==> config.mk <==
export PLATFORM = sky130hd
export DESIGN_NAME = acquisition_scheduler
export DESIGN_NICKNAME = d
export VERILOG_FILES = /design/src/rtl/acquisition_scheduler.sv
export SDC_FILE = /design/constraint.sdc
export NUM_CORES = 1
export LEC_CHECK = 0
export CAP_MARGIN = 15
export CORE_AREA = 2 2 124 126
export DETAILED_ROUTE_END_ITERATION = 12
export DIE_AREA = 0 0 126 128
export HOLD_SLACK_MARGIN = 0.1
export PLACE_DENSITY = 0.6
export SLEW_MARGIN = 10
export SYNTH_ARGS = -nofsm -noshare
export SYNTH_HDL_FRONTEND = slang
export SYNTH_SLANG_ARGS = --single-unit
==> constraint.sdc <==
create_clock -name clk -period 4.1 [get_ports clk]
set_input_delay 1.025 -clock clk [delete_from_list [all_inputs] [get_ports clk]]
set_output_delay 1.025 -clock clk [all_outputs]
set_load 0.005 [all_outputs]
==> src/rtl/acquisition_scheduler.sv <==
// Frame scheduler: a period timer starts a frame that requests one conversion per enabled
// channel (ascending order) and streams each returned sample out, tagged with channel and last.
module acquisition_scheduler #(
   parameter int NUM_CH  = 4,
   parameter int DATA_W  = 16,
   parameter int DIV_W   = 16,
   parameter int TIMEOUT = 64,
   localparam int CH_W   = (NUM_CH > 1) ? $clog2(NUM_CH) : 1
) (
   input  logic              clk,
   input  logic              reset,
   input  logic              enable,
   input  logic [DIV_W-1:0]  sample_period,
   input  logic [NUM_CH-1:0] ch_mask,
   input  logic              clear_flags,
   output logic              acq_req,
   output logic [CH_W-1:0]   acq_ch,
   input  logic              acq_valid,
   input  logic [DATA_W-1:0] acq_data,
   output logic              out_valid,
   input  logic              out_ready,
   output logic [DATA_W-1:0] out_data,
   output logic [CH_W-1:0]   out_ch,
   output logic              out_last,
   output logic              busy,
   output logic              overrun,
   output logic              timeout_err,
   output logic [15:0]       frame_cnt,
   output logic [1:0]        state_dbg
);

   // Handshakes: an output beat transfers on a rising edge where out_valid & out_ready, and
   // out_data/out_ch/out_last hold until then; acq_valid is a one-cycle acknowledge that is
   // only looked at while acq_req is high (REQ state).

   localparam int TCNT_W = $clog2(TIMEOUT + 1);

   typedef enum logic [1:0] {
      S_IDLE = 2'd0,
      S_REQ  = 2'd1,
      S_PUSH = 2'd2
   } state_t;

   state_t              state_q, state_d;
   logic [DIV_W-1:0]    cnt_q, cnt_d;
   logic [DIV_W-1:0]    period_m1;
   logic                tick;
   logic [NUM_CH-1:0]   pend_q, pend_d;
   logic [NUM_CH-1:0]   pend_clr;
   logic [CH_W-1:0]     ch_q, ch_d;
   logic [TCNT_W-1:0]   tcnt_q, tcnt_d;
   logic [DATA_W-1:0]   data_q, data_d;
   logic [CH_W-1:0]     out_ch_q, out_ch_d;
   logic                out_last_q, out_last_d;
   logic                out_valid_q;
   logic                acq_req_q;
   logic                busy_q;
   logic                overrun_q, overrun_d;
   logic                timeout_q, timeout_d;
   logic                set_overrun, set_timeout;
   logic [15:0]         frame_cnt_q, frame_cnt_d;

   function automatic logic [CH_W-1:0] lowest_bit(input logic [NUM_CH-1:0] m);
      lowest_bit = '0;
      for (int i = NUM_CH - 1; i >= 0; i--) begin
         if (m[i]) lowest_bit = CH_W'(i);
      end
   endfunction

   // Compare with >= so that shrinking sample_period below the running count still ticks.
   always_comb begin
      period_m1 = (sample_period == '0) ? '0 : sample_period - DIV_W'(1);
      tick      = enable && (cnt_q >= period_m1);
      cnt_d     = (!enable || tick) ? '0 : cnt_q + DIV_W'(1);
   end

   assign pend_clr = pend_q & ~(NUM_CH'(1) << ch_q);

   always_comb begin
      state_d     = state_q;
      pend_d      = pend_q;
      ch_d        = ch_q;
      tcnt_d      = tcnt_q;
      data_d      = data_q;
      out_ch_d    = out_ch_q;
      out_last_d  = out_last_q;
      frame_cnt_d = frame_cnt_q;
      set_timeout = 1'b0;
      set_overrun = tick && (state_q != S_IDLE);

      case (state_q)
         S_IDLE: begin
            if (tick && (ch_mask != '0)) begin
               pend_d  = ch_mask;
               ch_d    = lowest_bit(ch_mask);
               tcnt_d  = '0;
               state_d = S_REQ;
            end
         end
         S_REQ: begin
            if (acq_valid) begin
               data_d     = acq_data;
               pend_d     = pend_clr;
               out_ch_d   = ch_q;
               out_last_d = (pend_clr == '0);
               state_d    = S_PUSH;
            end else if (tcnt_q == TCNT_W'(TIMEOUT - 1)) begin
               // Skip the silent channel; a frame ending this way still counts as done.
               set_timeout = 1'b1;
               pend_d      = pend_clr;
               tcnt_d      = '0;
               if (pend_clr != '0) begin
                  ch_d    = lowest_bit(pend_clr);
                  state_d = S_REQ;
               end else begin
                  frame_cnt_d = frame_cnt_q + 16'd1;
                  state_d     = S_IDLE;
               end
            end else begin
               tcnt_d = tcnt_q + TCNT_W'(1);
            end
         end
         S_PUSH: begin
            if (out_ready) begin
               if (pend_q != '0) begin
                  ch_d    = lowest_bit(pend_q);
                  tcnt_d  = '0;
                  state_d = S_REQ;
               end else begin
                  frame_cnt_d = frame_cnt_q + 16'd1;
                  state_d     = S_IDLE;
               end
            end
         end
         default: state_d = S_IDLE;
      endcase

      overrun_d = set_overrun || (overrun_q && !clear_flags);
      timeout_d = set_timeout || (timeout_q && !clear_flags);
   end

   always_ff @(posedge clk or negedge reset) begin
      if (!reset) begin
         state_q     <= S_IDLE;
         cnt_q       <= '0;
         pend_q      <= '0;
         ch_q        <= '0;
         tcnt_q      <= '0;
         data_q      <= '0;
         out_ch_q    <= '0;
         out_last_q  <= 1'b0;
         out_valid_q <= 1'b0;
         acq_req_q   <= 1'b0;
         busy_q      <= 1'b0;
         overrun_q   <= 1'b0;
         timeout_q   <= 1'b0;
         frame_cnt_q <= '0;
      end else begin
         state_q     <= state_d;
         cnt_q       <= cnt_d;
         pend_q      <= pend_d;
         ch_q        <= ch_d;
         tcnt_q      <= tcnt_d;
         data_q      <= data_d;
         out_ch_q    <= out_ch_d;
         out_last_q  <= out_last_d;
         out_valid_q <= (state_d == S_PUSH);
         acq_req_q   <= (state_d == S_REQ);
         busy_q      <= (state_d != S_IDLE);
         overrun_q   <= overrun_d;
         timeout_q   <= timeout_d;
         frame_cnt_q <= frame_cnt_d;
      end
   end

   assign acq_req     = acq_req_q;
   assign acq_ch      = ch_q;
   assign out_valid   = out_valid_q;
   assign out_data    = data_q;
   assign out_ch      = out_ch_q;
   assign out_last    = out_last_q;
   assign busy        = busy_q;
   assign overrun     = overrun_q;
   assign timeout_err = timeout_q;
   assign frame_cnt   = frame_cnt_q;
   assign state_dbg   = state_q;

endmodule

==> results.md, run 1 <==
- Final hold viol count: 0
- Leakage: roughly 2.9 nW
- Vias in the first global route: between 4,000 and 5,000
- CTS Buffer Depth: 2
- Power Density: ~470 nW/um^2
- Crit-path cells: clkdlybuf4s15_1, nor4_4, buf_4, buf_4, buf_4, buf_4, buf_4, buf_4, buf_4, buf_4, nand3_1, xnor2_1, nand2_1, ha_4, and3_4, nand4bb_4, and3_4, a211oi_4, mux2_4
- Count of final setup violators: 0
- Drt wl/cell: around 15 um
- Layout area overhead: 45.1%
- Required @ worst endpoint: about 4.3 ns
- Final worst path period share: 0.957
- Data arrival, critical path: between 4 and 5 ns
- Mean post-synth cell area: around 9.0 um^2
- Distinct cells, synth: 61
- Layout fillers: 1,465
- Root buf cell: clkbuf_16
- Commonest non-fill, non-tap cell in the layout: nand2_1
- Skew final: roughly 0.0055 ns
- Yosys top cell area share: 0.409
- Htree depth: 3
- DR DRC count: 0
- Cell taking the most area after synthesis: dfrtp_1
- Max Cap Viol: 0
- Post-synth top flop: dfrtp_1
- Ant. Diodes: 0
- Synth top area cells: dfrtp_1 (41%), nand2_1 (8.0%), ha_1 (7.2%)
- Slowest cell on crit path: mux2_4
- Worst skew pair latency: 0.33 ns
- Io pins: 86
- Area of the mapped netlist: approximately 4300 um^2
- F_max: around 250 MHz
- Antenna violations before repair: 0
- Critical path fanouts, max: 6
- Syn Nets: between 500 and 600
- Commonest non-fill, non-tap cells in the layout: nand2_1 (92), clkdlybuf4s50_1 (74), dfrtp_1 (71)
- Core box area: ~15,000 um^2
- Initial Util: 0.293
- Number of flops mapped to enable cells by yosys: 0
- Routability cong.: 0.824
- Gr usage total: 0.150
- Peak VDD IR: between 200 and 300 uV
- Type of the most critical hold path: reg2reg
- TritonCTS buffer count: 9
- Min Tclk post-route: around 3.9 ns
- Crit path capture type: register
- Number of vias per cell: 4.88
- Largest net degree at the start of global routing: 35
- Via total after detailed routing: 3,981
- Critical path's most frequent cell: buf_4
- CP startpoint kind: input port
- Worst Setup SP: sample_period[7]
- First-pass GRT wire length: 20.0 mm
- DP HPWL: between 8 and 9 mm
- Slew Limit Fails: 0
- Synthesized flop and latch total: 71
- Die Wd: about 130 um
- Setup CP Type: in2reg
- Clock Sinks: approximately 70
- Pwr Total: 2.94 mW
- Hold buffers post-CTS: 0
- Post-detailed-route count of antenna-violating nets: 0
- First-pass detailed-route iteration total: 4
- CTS tree: built
- Post-synthesis instance total: slightly below 500
- First DRT Iteration DRCs: just under 200
- Clock slew at reported path FFs: approximately 0.060 ns
- CP peak stage delay: approximately 0.32 ns
- Final #Nets: between 600 and 700
- Area of the die: roughly 16,000 um^2
- Core Rows: 45
- Syn. warnings: 0
- Final hold slack: 0.470 ns
- Slew HR: 0.483
- Die span in y: ~130 um
- FFs w/ async S/R, synth: 1.00
- Buffers on Ports: 85
- Hold wc startpoint: out_data[0]$_DFFE_PN0P_
- GRT Residual Overflow: 0
- Status: complete, no violations
- Detailed Route WL: 12.1 mm
- Worst r2r src: state_dbg[1]$_DFF_PN0_
- Worst slew pin tran: between 0.7 and 0.8 ns
- Layout cells sized above 1: 0.187
- Seq/Total Area, Yosys: 0.409
## stage by stage
step           std cells  area [um^2]  worst slack [ns]  setup TNS (ns)  utilization
3_3_place_gp         785         5690            -0.572          -16.57        0.383
5_1_grt              815         6310          -0.00708         -0.0102        0.424
2_1_floorplan        485         4370           -0.0505          -0.101            -
4_1_cts              810         6140            0.0248               0        0.413
3_5_place_dp         785         5690            -0.716          -19.25        0.383
6_report             815         6310             0.178               0        0.424
## cells in the mapped netlist, drive strengths merged, types with 2 or more instances
cell type,number
and3,12
a2bb2oi,2
o311ai,3
mux2,4
inv,21
nand3,19
o21ai,20
a211o,2
nor3b,2
clkbuf,12
nor3,12
xnor2,16
nand2,93
xor2,27
o31ai,2
a21boi,2
a41oi,3
nand3b,6
nor4,9
and2,4
buf,3
a2111oi,3
nand4,6
dfrtp,71
nor2,40
nand2b,8
or3,2
o211ai,2
o2111ai,2
a211oi,9
mux2i,2
or2,2
ha,25
a31oi,2
a21oi,14
nor2b,7
## area by class of cell
class                           count  area, um^2  area share
Multi-Input combinational cell    377        2650       0.421
Sequential cell                    71        1780       0.282
Timing Repair Buffer              143        1290       0.205
Clock buffer                       13         260      0.0413
Tap cell                          188         235      0.0373
Inverter                           22        82.6      0.0131
Clock inverter                      1        5.00    0.000793
## report_power, final
group	total (mW)	internal [mW]	leakage, nW	switching [mW]
clock network	0.709	0.435	0.132	0.274
registers	1.05	0.864	0.914	0.183
logic	1.19	0.615	1.84	0.571
total	2.94	1.91	2.89	1.03
## registers in the layout, summed over array words and instances, names as in the netlist, 2 cells and up
name and flops:
out_data 16, cnt_q 16, tcnt_q 7, frame_cnt 16
acq_ch 2, out_ch 2, state_dbg 2, pend_q 4
## worst max-delay path, delay by kind of cell
family                     cells  cell delay (ns)
AOI/OAI and AO/OA              1             0.28
xor gates and xnor gates       1             0.19
adders and majority gates      1             0.27
buffers and inverters          9             1.01
and+or+nand+nor                6             1.05
muxes                          1             0.32
## routing by layer
metal	vias to the layer above	wire length [um]	share of wire	GRT usage
met5	-	0	0	0
met4	0	168	0.014	0.0401
met3	20	558	0.046	0.0342
met2	101	5890	0.49	0.258
met1	1889	5440	0.45	0.190
li1	1971	-	-	-
## logic make-up (layout without fill, tap and decap cells)
family                     count (synthesis)  in the layout  synth area share
DFF                                       71             71             0.409
and+or+nand+nor                          226            226             0.254
AOI/OAI and AO/OA                         77             77             0.128
buffers and inverters                     37            179            0.0357
muxes                                      6              6            0.0150
xor gates and xnor gates                  43             43            0.0866
adders and majority gates                 25             25            0.0719
## path summary, 6_finish.rpt
check / depth (start not counted) / to / slack [ns]
worst max-delay path: 19 / acq_ch[0]$_DFFE_PN0P_ / 0.18
worst min-delay path: 2 / out_data[0]$_DFFE_PN0P_ / 0.47
worst max register to register: 8 / frame_cnt[9]$_DFFE_PN0P_ / 1.05
worst min register to register: 2 / out_data[0]$_DFFE_PN0P_ / 0.47
max in group asynchronous: 2 / acq_req$_DFF_PN0_ / 2.65
min in group asynchronous: 1 / frame_cnt[4]$_DFFE_PN0P_ / 0.64
## timing repair
| item | in CTS | in global routing |
|---|---|---|
| gates cloned | 0 | 1 |
| pin swaps | 10 | 18 |
| endpoints found under the hold margin | 0 | 0 |
| endpoints found under the setup margin | 35 | 35 |
| buffers inserted | 11 | 4 |
| gates resized for setup | 27 | 32 |
(Power assumes the default switching activity.)
==> inputs of run 2 (changes only) <==
==> constraint.sdc (replaced) <==
create_clock -name clk -period 3.8 [get_ports clk]
set_input_delay 0.95 -clock clk [delete_from_list [all_inputs] [get_ports clk]]
set_output_delay 0.95 -clock clk [all_outputs]
set_load 0.005 [all_outputs]
==> results.md, run 2 (synthesis results as in run 1) <==
- Drt wl/cell: 14.7 um (-0.40%)
- Htree depth: 3 (unchanged)
- Post-detailed-route count of antenna-violating nets: 0 (unchanged)
- Final Non-Filler Cells: 808 (-0.86%)
- Critical path's most frequent cell: buf_4
- Crit path capture type: register
- Detailed Route WL: 11.9 mm (-1.3%)
- Buffers on Ports: 85 (unchanged)
- Layout cells sized above 1: 0.198 (+0.0118)
- Final hold viol count: 0 (unchanged)
- Core Rows: 45 (unchanged)
- FF/Latch Area: 1780 um^2 (unchanged)
- Worst skew pair latency: 0.33 ns (about the same)
- Placed cell areas: 5760 um^2 (+1.3%)
- Largest net degree at the start of global routing: 32 (-8.6%)
- DR DRC count: 0 (unchanged)
- Number of vias per cell: 4.95 (+1.3%)
- Failing checks: setup timing
- Final #Nets: 685 (-0.87%)
- Max Cap Viol: 0 (unchanged)
- PnR worst setup slack: -0.0191 ns (-0.197 ns)
- Status: finished, violations left
- Place WS: -1.05 ns (-0.329 ns)
- Via total after detailed routing: 3,999 (+0.45%)
- Final worst path period share: 1.01
- CTS tree: built
- Slowest cell on crit path: a2111oi_4
- Routability cong.: 0.842 (+2.2%)
- Cell area after layout: 6270 um^2 (-0.63%)
- Crit path depth: 15 (-4)
- Antenna violations before repair: 0 (unchanged)
- Core box area: 14,900 um^2 (unchanged)
- Slew HR: 0.498 (+0.0154)
- Skew final: 0.00324 ns (-0.00227 ns)
- First DRT Iteration DRCs: 253 (+27%)
- Count of final setup violators: 1 (+1)
- Root buf cell: clkbuf_16
- Worst slew pin tran: 0.753 ns (-0.0172 ns)
- Die Wd: 126 um (unchanged)
- DP HPWL: 8.66 mm (+0.95%)
- Layout area overhead: 44.1%
- Type of the most critical hold path: reg2reg
- Critical path fanouts, max: 6 (unchanged)
- Peak VDD IR: 260 uV (-0.51%)
- GRT Residual Overflow: 0 (unchanged)
- Power Density: 512 nW/um^2 (+9.7%)
- TritonCTS buffer count: 9 (unchanged)
- Worst hold stages: 1 (-1)
- Setup CP Type: in2reg
- Layout fillers: 1,444 (-1.4%)
- Min Tclk post-route: ~3.8 ns
- Clock Sinks: 71 (unchanged)
- Vias in the first global route: 4,101 (-1.4%)
- CP peak stage delay: 0.39 ns (+0.07 ns)
- CP startpoint kind: input port
- Io pins: 86 (unchanged)
- First-pass GRT wire length: 19.6 mm (-2.0%)
- CP top delay family: simple AND/OR/NAND/NOR gates
- Commonest non-fill, non-tap cell in the layout: nand2_1
- F_max: roughly 260 MHz
- CTS Buffer Depth: 2 (unchanged)
- Required @ worst endpoint: 3.98 ns (-0.34 ns)
- Final hold slack: 0.473 ns (+0.00342 ns)
- Post-Place Cells: 786 (+0.13%)
- CP Buf/Inv Count: 4 (-5)
- Die span in y: 128 um (unchanged)
- Data arrival, critical path: 4.00 ns (-0.14 ns)
- Leakage: 2.86 nW (-1.0%)
- Area of the die: 16,100 um^2 (unchanged)
- Commonest non-fill, non-tap cells in the layout: nand2_1 (92), dfrtp_1 (71), clkdlybuf4s50_1 (70)
- Clock slew at reported path FFs: 0.05 ns (about the same)
- RSZ-0062 raised after global routing: true
- FF-to-FF path depth: 8 (unchanged)
- Initial Util: 0.293 (unchanged)
- Gr usage total: 0.148 (-0.00204)
- Area of the multi-input gates: 2670 um^2 (+0.75%)
- Setup TNS Final: -0.0191 ns (-0.0191 ns)
- Ant. Diodes: 0 (unchanged)
- First-pass detailed-route iteration total: 4 (unchanged)
- Slew Limit Fails: 0 (unchanged)
- Crit-path cells: dlygate4sd2_1, nor4_2, buf_4, nand4b_1, or2_4, and2_4, ha_1, nand2b_4, a2111oi_4, buf_4, nand4bb_4, nand3_2, buf_4, o21ai_0, a221oi_2
## run 2: changes by cell type in the layout (fill, tap and decap cells not counted), moves of 2 or more
cell,before,now
clkdlybuf4s50_1,74,70
buf_2,1,4
o311ai_2,0,2
clkbuf_1,2,0
buf_4,55,48
dlymetal6s2s_1,4,1
clkbuf_2,1,4
## run 2: through the flow
step                power [mW]  utilization
finish                    3.21        0.422
detailed placement        2.38        0.388
floorplan                 1.78            -
global placement          2.35        0.388
CTS                       3.20        0.416
global route              3.43        0.422
## run 2: layout make-up
| type | instances | share of cell area |
|---|---|---|
| Multi-Input combinational cell | 377 | 0.427 |
| Sequential cell | 71 | 0.283 |
| Clock inverter | 1 | 0.000799 |
| Clock buffer | 12 | 0.0425 |
| Inverter | 22 | 0.0132 |
| Timing Repair Buffer | 137 | 0.196 |
| Tap cell | 188 | 0.0375 |
## run 2: what timing repair did
| item | in CTS | in global routing |
|---|---|---|
| setup endpoints to repair | 35 | 34 |
| gates resized for setup | 52 | 27 |
| pin swaps | 18 | 13 |
| buffers inserted | 7 | 3 |
| hold buffers | 0 | 0 |
## run 2: final timing paths
kind                       slack [ns]                        end                       from
min                              0.47  frame_cnt[15]$_DFFE_PN0P_  frame_cnt[15]$_DFFE_PN0P_
max reg2reg                      0.87      acq_ch[0]$_DFFE_PN0P_     state_dbg[1]$_DFF_PN0_
max                             -0.02          acq_req$_DFF_PN0_          sample_period[12]
min reg2reg                      0.47  frame_cnt[15]$_DFFE_PN0P_  frame_cnt[15]$_DFFE_PN0P_
max in group asynchronous        2.34   frame_cnt[2]$_DFFE_PN0P_                      reset
min in group asynchronous        0.67  frame_cnt[15]$_DFFE_PN0P_                      reset
## run 2: report_power, final
part           leakage [nW]  internal, mW  switching (mW)  total (mW)
registers             0.914         0.932           0.188        1.12
clock network         0.136         0.482           0.284       0.767
logic                  1.81         0.685           0.634        1.32
total                  2.86          2.10            1.11        3.21
## run 2: routing by layer
metal | up-vias | track usage | part of all wire
met5 | - | 0 | 0
met4 | 0 | 0.0517 | 0.019
met3 | 24 | 0.0396 | 0.059
met2 | 113 | 0.246 | 0.47
met1 | 1916 | 0.186 | 0.45
li1 | 1946 | - | -
